### src/rtl/bus_rr_mux.sv
// bus_rr_mux: N-channel round-robin arbitrated data multiplexer with bounded
// burst hold and a one-entry registered output stage (valid/ready).
//
// Ports:
//   clk      in   rising-edge clock
//   reset_n  in   asynchronous active-low reset
//   req      in   [NUM_CH]        per-channel request / data-valid
//   din      in   [NUM_CH*WIDTH]  flattened channel data, channel i at [i*WIDTH +: WIDTH]
//   ack      out  [NUM_CH]        combinational one-hot; channel word captured this edge
//   grant    out  [NUM_CH]        registered one-hot grant, zero when idle
//   sel      out  [SEL_W]         registered granted channel index, zero when idle
//   dout     out  [WIDTH]         registered output word
//   valid    out                  dout holds an untaken word
//   ready    in                   consumer takes dout when valid && ready
module bus_rr_mux #(
    parameter int unsigned WIDTH    = 32,
    parameter int unsigned NUM_CH   = 3,
    parameter int unsigned MAX_HOLD = 4,
    localparam int unsigned SEL_W   = (NUM_CH > 1) ? $clog2(NUM_CH) : 1
) (
    input  logic                    clk,
    input  logic                    reset_n,
    input  logic [NUM_CH-1:0]       req,
    input  logic [NUM_CH*WIDTH-1:0] din,
    output logic [NUM_CH-1:0]       ack,
    output logic [NUM_CH-1:0]       grant,
    output logic [SEL_W-1:0]        sel,
    output logic [WIDTH-1:0]        dout,
    output logic                    valid,
    input  logic                    ready
);

    localparam int unsigned CNT_W = $clog2(MAX_HOLD) + 1;

    typedef enum logic {
        IDLE  = 1'b0,
        GRANT = 1'b1
    } state_t;

    state_t              state_q, state_d;
    logic [NUM_CH-1:0]   grant_q, grant_d;
    logic [SEL_W-1:0]    sel_q,   sel_d;
    logic [SEL_W-1:0]    ptr_q,   ptr_d;
    logic [CNT_W-1:0]    cnt_q,   cnt_d;
    logic [WIDTH-1:0]    dout_q,  dout_d;
    logic                valid_q, valid_d;

    logic                out_free;
    logic                ack_any;
    logic                found;
    logic [SEL_W-1:0]    win;
    logic [SEL_W-1:0]    cand;
    logic [WIDTH-1:0]    sel_data;

    // Output stage can accept a new word when empty or being drained this cycle.
    assign out_free = !valid_q || ready;

    // grant_q is one-hot, so at most one ack bit can be set.
    assign ack     = (state_q == GRANT && out_free) ? (grant_q & req) : '0;
    assign ack_any = |ack;

    assign sel_data = din[int'(sel_q)*WIDTH +: WIDTH];

    // Round-robin search starting just after the last served channel.
    always_comb begin
        found = 1'b0;
        win   = '0;
        cand  = '0;
        for (int k = 1; k <= int'(NUM_CH); k++) begin
            cand = SEL_W'((int'(ptr_q) + k) % int'(NUM_CH));
            if (!found && req[cand]) begin
                found = 1'b1;
                win   = cand;
            end
        end
    end

    // Next-state, grant and output-stage logic.
    always_comb begin
        state_d = state_q;
        grant_d = grant_q;
        sel_d   = sel_q;
        ptr_d   = ptr_q;
        cnt_d   = cnt_q;
        dout_d  = dout_q;
        valid_d = valid_q;

        if (ack_any) begin
            dout_d  = sel_data;
            valid_d = 1'b1;
            cnt_d   = cnt_q + CNT_W'(1);
        end else if (ready) begin
            valid_d = 1'b0;
        end

        case (state_q)
            IDLE: begin
                if (found) begin
                    state_d = GRANT;
                    sel_d   = win;
                    ptr_d   = win;
                    cnt_d   = '0;
                    for (int i = 0; i < int'(NUM_CH); i++) begin
                        grant_d[i] = (i == int'(win));
                    end
                end
            end
            GRANT: begin
                // Release on dropped request or on the last beat of the hold window.
                if (!req[sel_q] || (ack_any && cnt_q == CNT_W'(MAX_HOLD - 1))) begin
                    state_d = IDLE;
                    grant_d = '0;
                    sel_d   = '0;
                end
            end
            default: begin
                state_d = IDLE;
                grant_d = '0;
                sel_d   = '0;
            end
        endcase
    end

    // State registers; reset points ptr at the last channel so channel 0 wins first.
    always_ff @(posedge clk or negedge reset_n) begin
        if (!reset_n) begin
            state_q <= IDLE;
            grant_q <= '0;
            sel_q   <= '0;
            ptr_q   <= SEL_W'(NUM_CH - 1);
            cnt_q   <= '0;
            dout_q  <= '0;
            valid_q <= 1'b0;
        end else begin
            state_q <= state_d;
            grant_q <= grant_d;
            sel_q   <= sel_d;
            ptr_q   <= ptr_d;
            cnt_q   <= cnt_d;
            dout_q  <= dout_d;
            valid_q <= valid_d;
        end
    end

    assign grant = grant_q;
    assign sel   = sel_q;
    assign dout  = dout_q;
    assign valid = valid_q;

endmodule

### config.mk
export PLATFORM = sky130hd
export DESIGN_NAME = bus_rr_mux
export DESIGN_NICKNAME = d
export VERILOG_FILES = /design/src/rtl/bus_rr_mux.sv
export SDC_FILE = /design/constraint.sdc
export NUM_CORES = 1
export LEC_CHECK = 0
export CORE_MARGIN = 1
export CORE_UTILIZATION = 41
export CTS_BUF_LIST = sky130_fd_sc_hd__clkbuf_8
export CTS_CLUSTER_SIZE = 12
export DETAILED_ROUTE_END_ITERATION = 16
export GPL_ROUTABILITY_DRIVEN = 0
export PLACE_DENSITY = 0.86
export SLEW_MARGIN = 20
export SYNTH_ARGS = -nofsm -noshare
export SYNTH_HDL_FRONTEND = slang
export SYNTH_SLANG_ARGS = --single-unit
### constraint.sdc
create_clock -name clk -period 2.8 [get_ports clk]
set_clock_uncertainty 0.05 [all_clocks]
set_input_delay 0.56 -clock clk [delete_from_list [all_inputs] [get_ports clk]]
set_output_delay 0.56 -clock clk [all_outputs]
set_load 0.02 [all_outputs]
Word level (Yosys, flattened, before mapping)
Index checks and enable logic that the tools add are counted.

cells by class
  div/mod/pow operators = 3
  magnitude comparators = 4
  bitwise operators = 2
  reduce and logical (&&, ||, !) cells = 15
  shift operators = 1
  muxes and demuxes = 29
  $add $sub $neg = 4
  equal/unequal tests = 5

operators with widths
  kind                   count
  $mod 32x3->32 const B  3
  $shiftx 96x8->32       1
  $mux 3                 6
  $lt 2x3->1 const B     4
  $mux 1                 11
  $mux 2                 5
  $bmux 1 s2             4
  $add 2x2->3 const B    2
  $pmux 3 s2             1
  $eq 2x2->1 const A     2
  $logic_and 1x1->1      4
  $logic_not 1->1        4
  $pmux 2 s2             1
  $reduce_and 2->1       2
  $add 2x1->3 const B    1
  $add 3x1->3 const B    1
  $and 3x3->3            1
  $eq 3x2->1 const B     1
  $reduce_or 3->1        1
  $logic_not 2->1        1
  $logic_or 1x1->1       2
  $ne 2x1->1 const B     1
  $ne 2x2->1 const B     1
  $pmux 1 s2             1
  other kinds (2)        2

word-level totals
  register bits = 44
  bits of input ports = 102
  word-level logic and storage cells = 70

Depth between registers and ports, before layout
  depth in word-level cells = 14
  gate-level depth with buffers = 8
  depth with buffers taken out = 7

Worst setup path after synthesis
Ideal clock, no wire load.

  path type = register to register
  start = reg ptr_q[1]
  end = reg ptr_q[0]
  path buffers = 1
  cell stages (with the launch flop) = 8
  library setup time = 0.125 ns
  period minus slack after synthesis = 2.059 ns
  path slack = 0.741 ns
  arrival = 1.884 ns
  path through = dfstp_2 > ha_1 > buf_6 > mux2i_1 > o22ai_2 > nor3_4 > nor2_2 > mux2_4

on the way
  longest elaborated chain between the ends = 12

RTL lines
  element                            line  text
  start: declaration                 43    logic [SEL_W-1:0] ptr_q, ptr_d;
  start signal: assignment           130   ptr_q <= SEL_W'(NUM_CH - 1);
  start signal: assignment           138   ptr_q <= ptr_d;
  $add 2x1->3                        70    cand = SEL_W'((int'(ptr_q) + k) % int'(NUM_CH));
  $mod 32x3->32                      70
  $bmux 1 s2                         71    if (!found && req[cand]) begin
  $mux 1 (implied by the code)       71
  $mux 1                             71
  $logic_not 1->1                    71
  $logic_and 1x1->1                  71
  $mux 1                             71
  $logic_not 1->1                    71
  $logic_and 1x1->1                  71
  $mux 1                             71
  $reduce_and 2->1 (no source line)  n/a

Parallel ways exist; a longest one is shown, timed or not. The select of a mux whose other input is x is not followed.
A chain may end at the register's enable or synchronous reset.

Final worst setup path
  start = in ready
  end = out ack[1]

on the way
  longest elaborated chain between the ends = 3

RTL lines
  element             line  text
  start: declaration  30    input logic ready
  $logic_or 1x1->1    56    assign out_free = !valid_q || ready;
  $logic_and 1x1->1   59    assign ack = (state_q == GRANT && out_free) ? (grant_q & req) : '0;
  $mux 3              59
  end: declaration    25    output logic [NUM_CH-1:0] ack,

Every way passes these cells.

==> results.yml <==
cells_and_area:
  nFillCells: 509
  final_nets: 552
  n_antenna_cell: 0
  area_delta_synth_final_pct: 59.0
  drive_gt1_share_pct: 8.09
  final_util_pct: 67.3
  fin_area_sq_mm: 0.00427
pwr:
  p_leak_uw: 0.00176
  ir_drop_uv: 597
  p_per_area_mw_per_mm2: 964
  p_total_uw: 4120
placed_design:
  place_area_sq_mm: 0.00418
  dpl.hpwl_mm: 5.84
  portBuffers: 142
floorplanning:
  num_io_pins: 143
  start_util_pct: 42.3
  fp.coreArea_sq_mm: 0.00635
  die_x_um: 82.9
  dieArea_sq_mm: 0.00688
  die_y_um: 82.9
  rows: 29
routing:
  drt_pass1_iterations: 4
  wire_per_inst_um: 14.3
  wl_mm: 7.47
  vias_per_cell: 5.19
  vias: 2708
  drtIter0Drc: 99
  drc: 0
  final_antenna_net_count: 0
yosys:
  synth_cells: 304
  async_reset_ff_share_pct: 100
  ys_ff_latch: 44
  syn_area_per_cell_sq_um: 8.84
  ys_seq_area_share_pct: 41.0
  synthTopCellsByArea: "dfrtp_1 (40%), mux2i_1 (14%), a21oi_1 (13%)"
  synthTopCellsByCount: "nor2_1 (69), a21oi_1 (68), dfrtp_1 (43), mux2i_1 (38), inv_1 (11)"
  yosys.area.top_type_share_pct: 40.1
  syn_area_sq_mm: 0.00269
  ys_warn_count: 0
  synth_edf_count: 0
  yosysTopAreaCell: "dfrtp_1"
  yosysMostFrequentCell: "nor2_1"
  synthFlopType: "dfrtp_1"
  synth.distinct_cells: 43
  syn_nets: 412
clocking:
  cts_tree: "built"
  cts.sink_count: 44
  clkLatencyLatePin_ns: 0.29
  cts_hold_buf: 0
  clock_path_buffers: 2
  clock-root-buffer: "clkbuf_8"
  htree_levels: 2
  clk_pin_slew_worst_paths_ns: 0.08
  cts-buffers-inserted: 5
  postCtsSetupRepairBufs: 0
critical_path:
  start_kind: "primary input"
  timing_worst_setup_path_type: "in -> out"
  crit_fanout: 3
  end_kind: "output port"
  required_ns: 2.19
  crit_arrival_ns: 1.93
sta:
  setup_viol: 0
  final_max_slew_viol_count: 0
  max_freq_mhz: 393
  whs_ns: 0.159
  slew_headroom_pct: 59.1
  period_minus_slack_ns: 2.54
  period_share_pct: 90.9
  tightest_slew_ns: 0.613
  rsz0062_at_grt: "no"
  hold_violations: 0
  tns_ns: 0
flow_run:
  maxCapViolations: 0
outcome:
  status: "completed"
worst_hold_path:
  hold_path_class: "in -> async"
grt:
  antenna_found_initial: 0
  grt_pass1_vias: 2758
  grtUsageTotal_pct: 22.1
  overflow: 0
  grt_first_pass_wirelength_mm: 12.5
  grt_max_degree: 41
## placed cells by master, fill, tap and decap left out, types with 2 or more instances in the layout
cell and n:
clkdlybuf4s50_1 138, nor2_1 68, a21oi_1 68, dfrtp_1 42
mux2i_1 38, inv_1 11, buf_4 10, ha_1 6
clkbuf_8 6, nand2_1 5, or3_1 4, nand3b_1 2
o21ai_2 2, nor2_2 2, a211oi_2 2, or2_2 2
nor2b_1 2, o21ai_0 2, o21a_1 2, a211o_1 2
o22ai_1 2, o2bb2ai_1 2, clkinv_2 2, dlygate4sd2_1 2
## metrics by stage
step                instances  setup slack (ns)
floorplan                 304             0.741
global placement          514           0.00876
global route              522             0.208
detailed placement        514           -0.0163
finish                    522             0.256
CTS                       522            0.0325
## sequential cells by signal (all words and copies together), names as in the netlist
name / cells
dout: 32
cnt_q: 3
grant: 3
ptr_q: 2
sel: 2
state_q: 1
valid: 1
## per-layer routing
| layer | track usage, % | share of wire (%) |
|---|---|---|
| met5 | 0 | 0 |
| met1 | 24.7 | 40 |
| met4 | 5.80 | 1.4 |
| met3 | 6.06 | 6.6 |
| met2 | 41.1 | 52 |
## report_power, final
part	switching, uW	total (uW)	internal (uW)
combinational	1370	2560	1190
sequential	208	1150	945
clock	204	401	197
## cell families (layout without fill, tap and decap cells)
| family | after synthesis | count (layout) | synth area share, % |
|---|---|---|---|
| flip-flops | 44 | 44 | 41.0 |
| AND/OR/NAND/NOR | 92 | 92 | 15.6 |
| AO/OA/AOI/OAI | 90 | 90 | 19.4 |
| multiplexers | 39 | 39 | 14.7 |
| adder cells (fa/ha/maj) | 6 | 6 | 2.79 |
| buffers and inverters | 32 | 173 | 6.15 |
| XOR/XNOR | 1 | 1 | 0.326 |
## critical path, cell delays in order
cell             delay, ns
clkdlybuf4s50_1       0.45
and2b_1               0.20
or3_1                 0.34
inv_1                 0.06
dlygate4sd2_1         0.33
## layout make-up
| type | count | area (sq um) | share of cell area (%) |
|---|---|---|---|
| Tap cell | 77 | 96.3 | 2.26 |
| Multi-Input combinational cell | 228 | 1420 | 33.3 |
| Sequential cell | 44 | 1100 | 25.8 |
| Timing Repair Buffer | 153 | 1510 | 35.4 |
| Clock inverter | 2 | 10.0 | 0.234 |
| Clock buffer | 6 | 82.6 | 1.93 |
| Inverter | 12 | 45.0 | 1.05 |
## final timing paths
kind / cells after the start / endpoint / slack, ns / startpoint
max in group asynchronous: 2 / dout[12] / 1.86 / reset_n
min reg2reg: 2 / dout[2] / 0.48 / dout[2]
min in group clk: 2 / dout[2] / 0.48 / dout[2]
max: 5 / ack[1] / 0.26 / ready
max reg2reg: 7 / ptr_q[0] / 0.44 / ptr_q[0]
min: 1 / dout[17] / 0.16 / reset_n
## repair_timing
action / in CTS / in global routing
gates resized for setup: 2 / 1
gates cloned: 0 / 0
endpoints found under the setup margin: 2 / 1
Power figures use the tool's default switching activity.
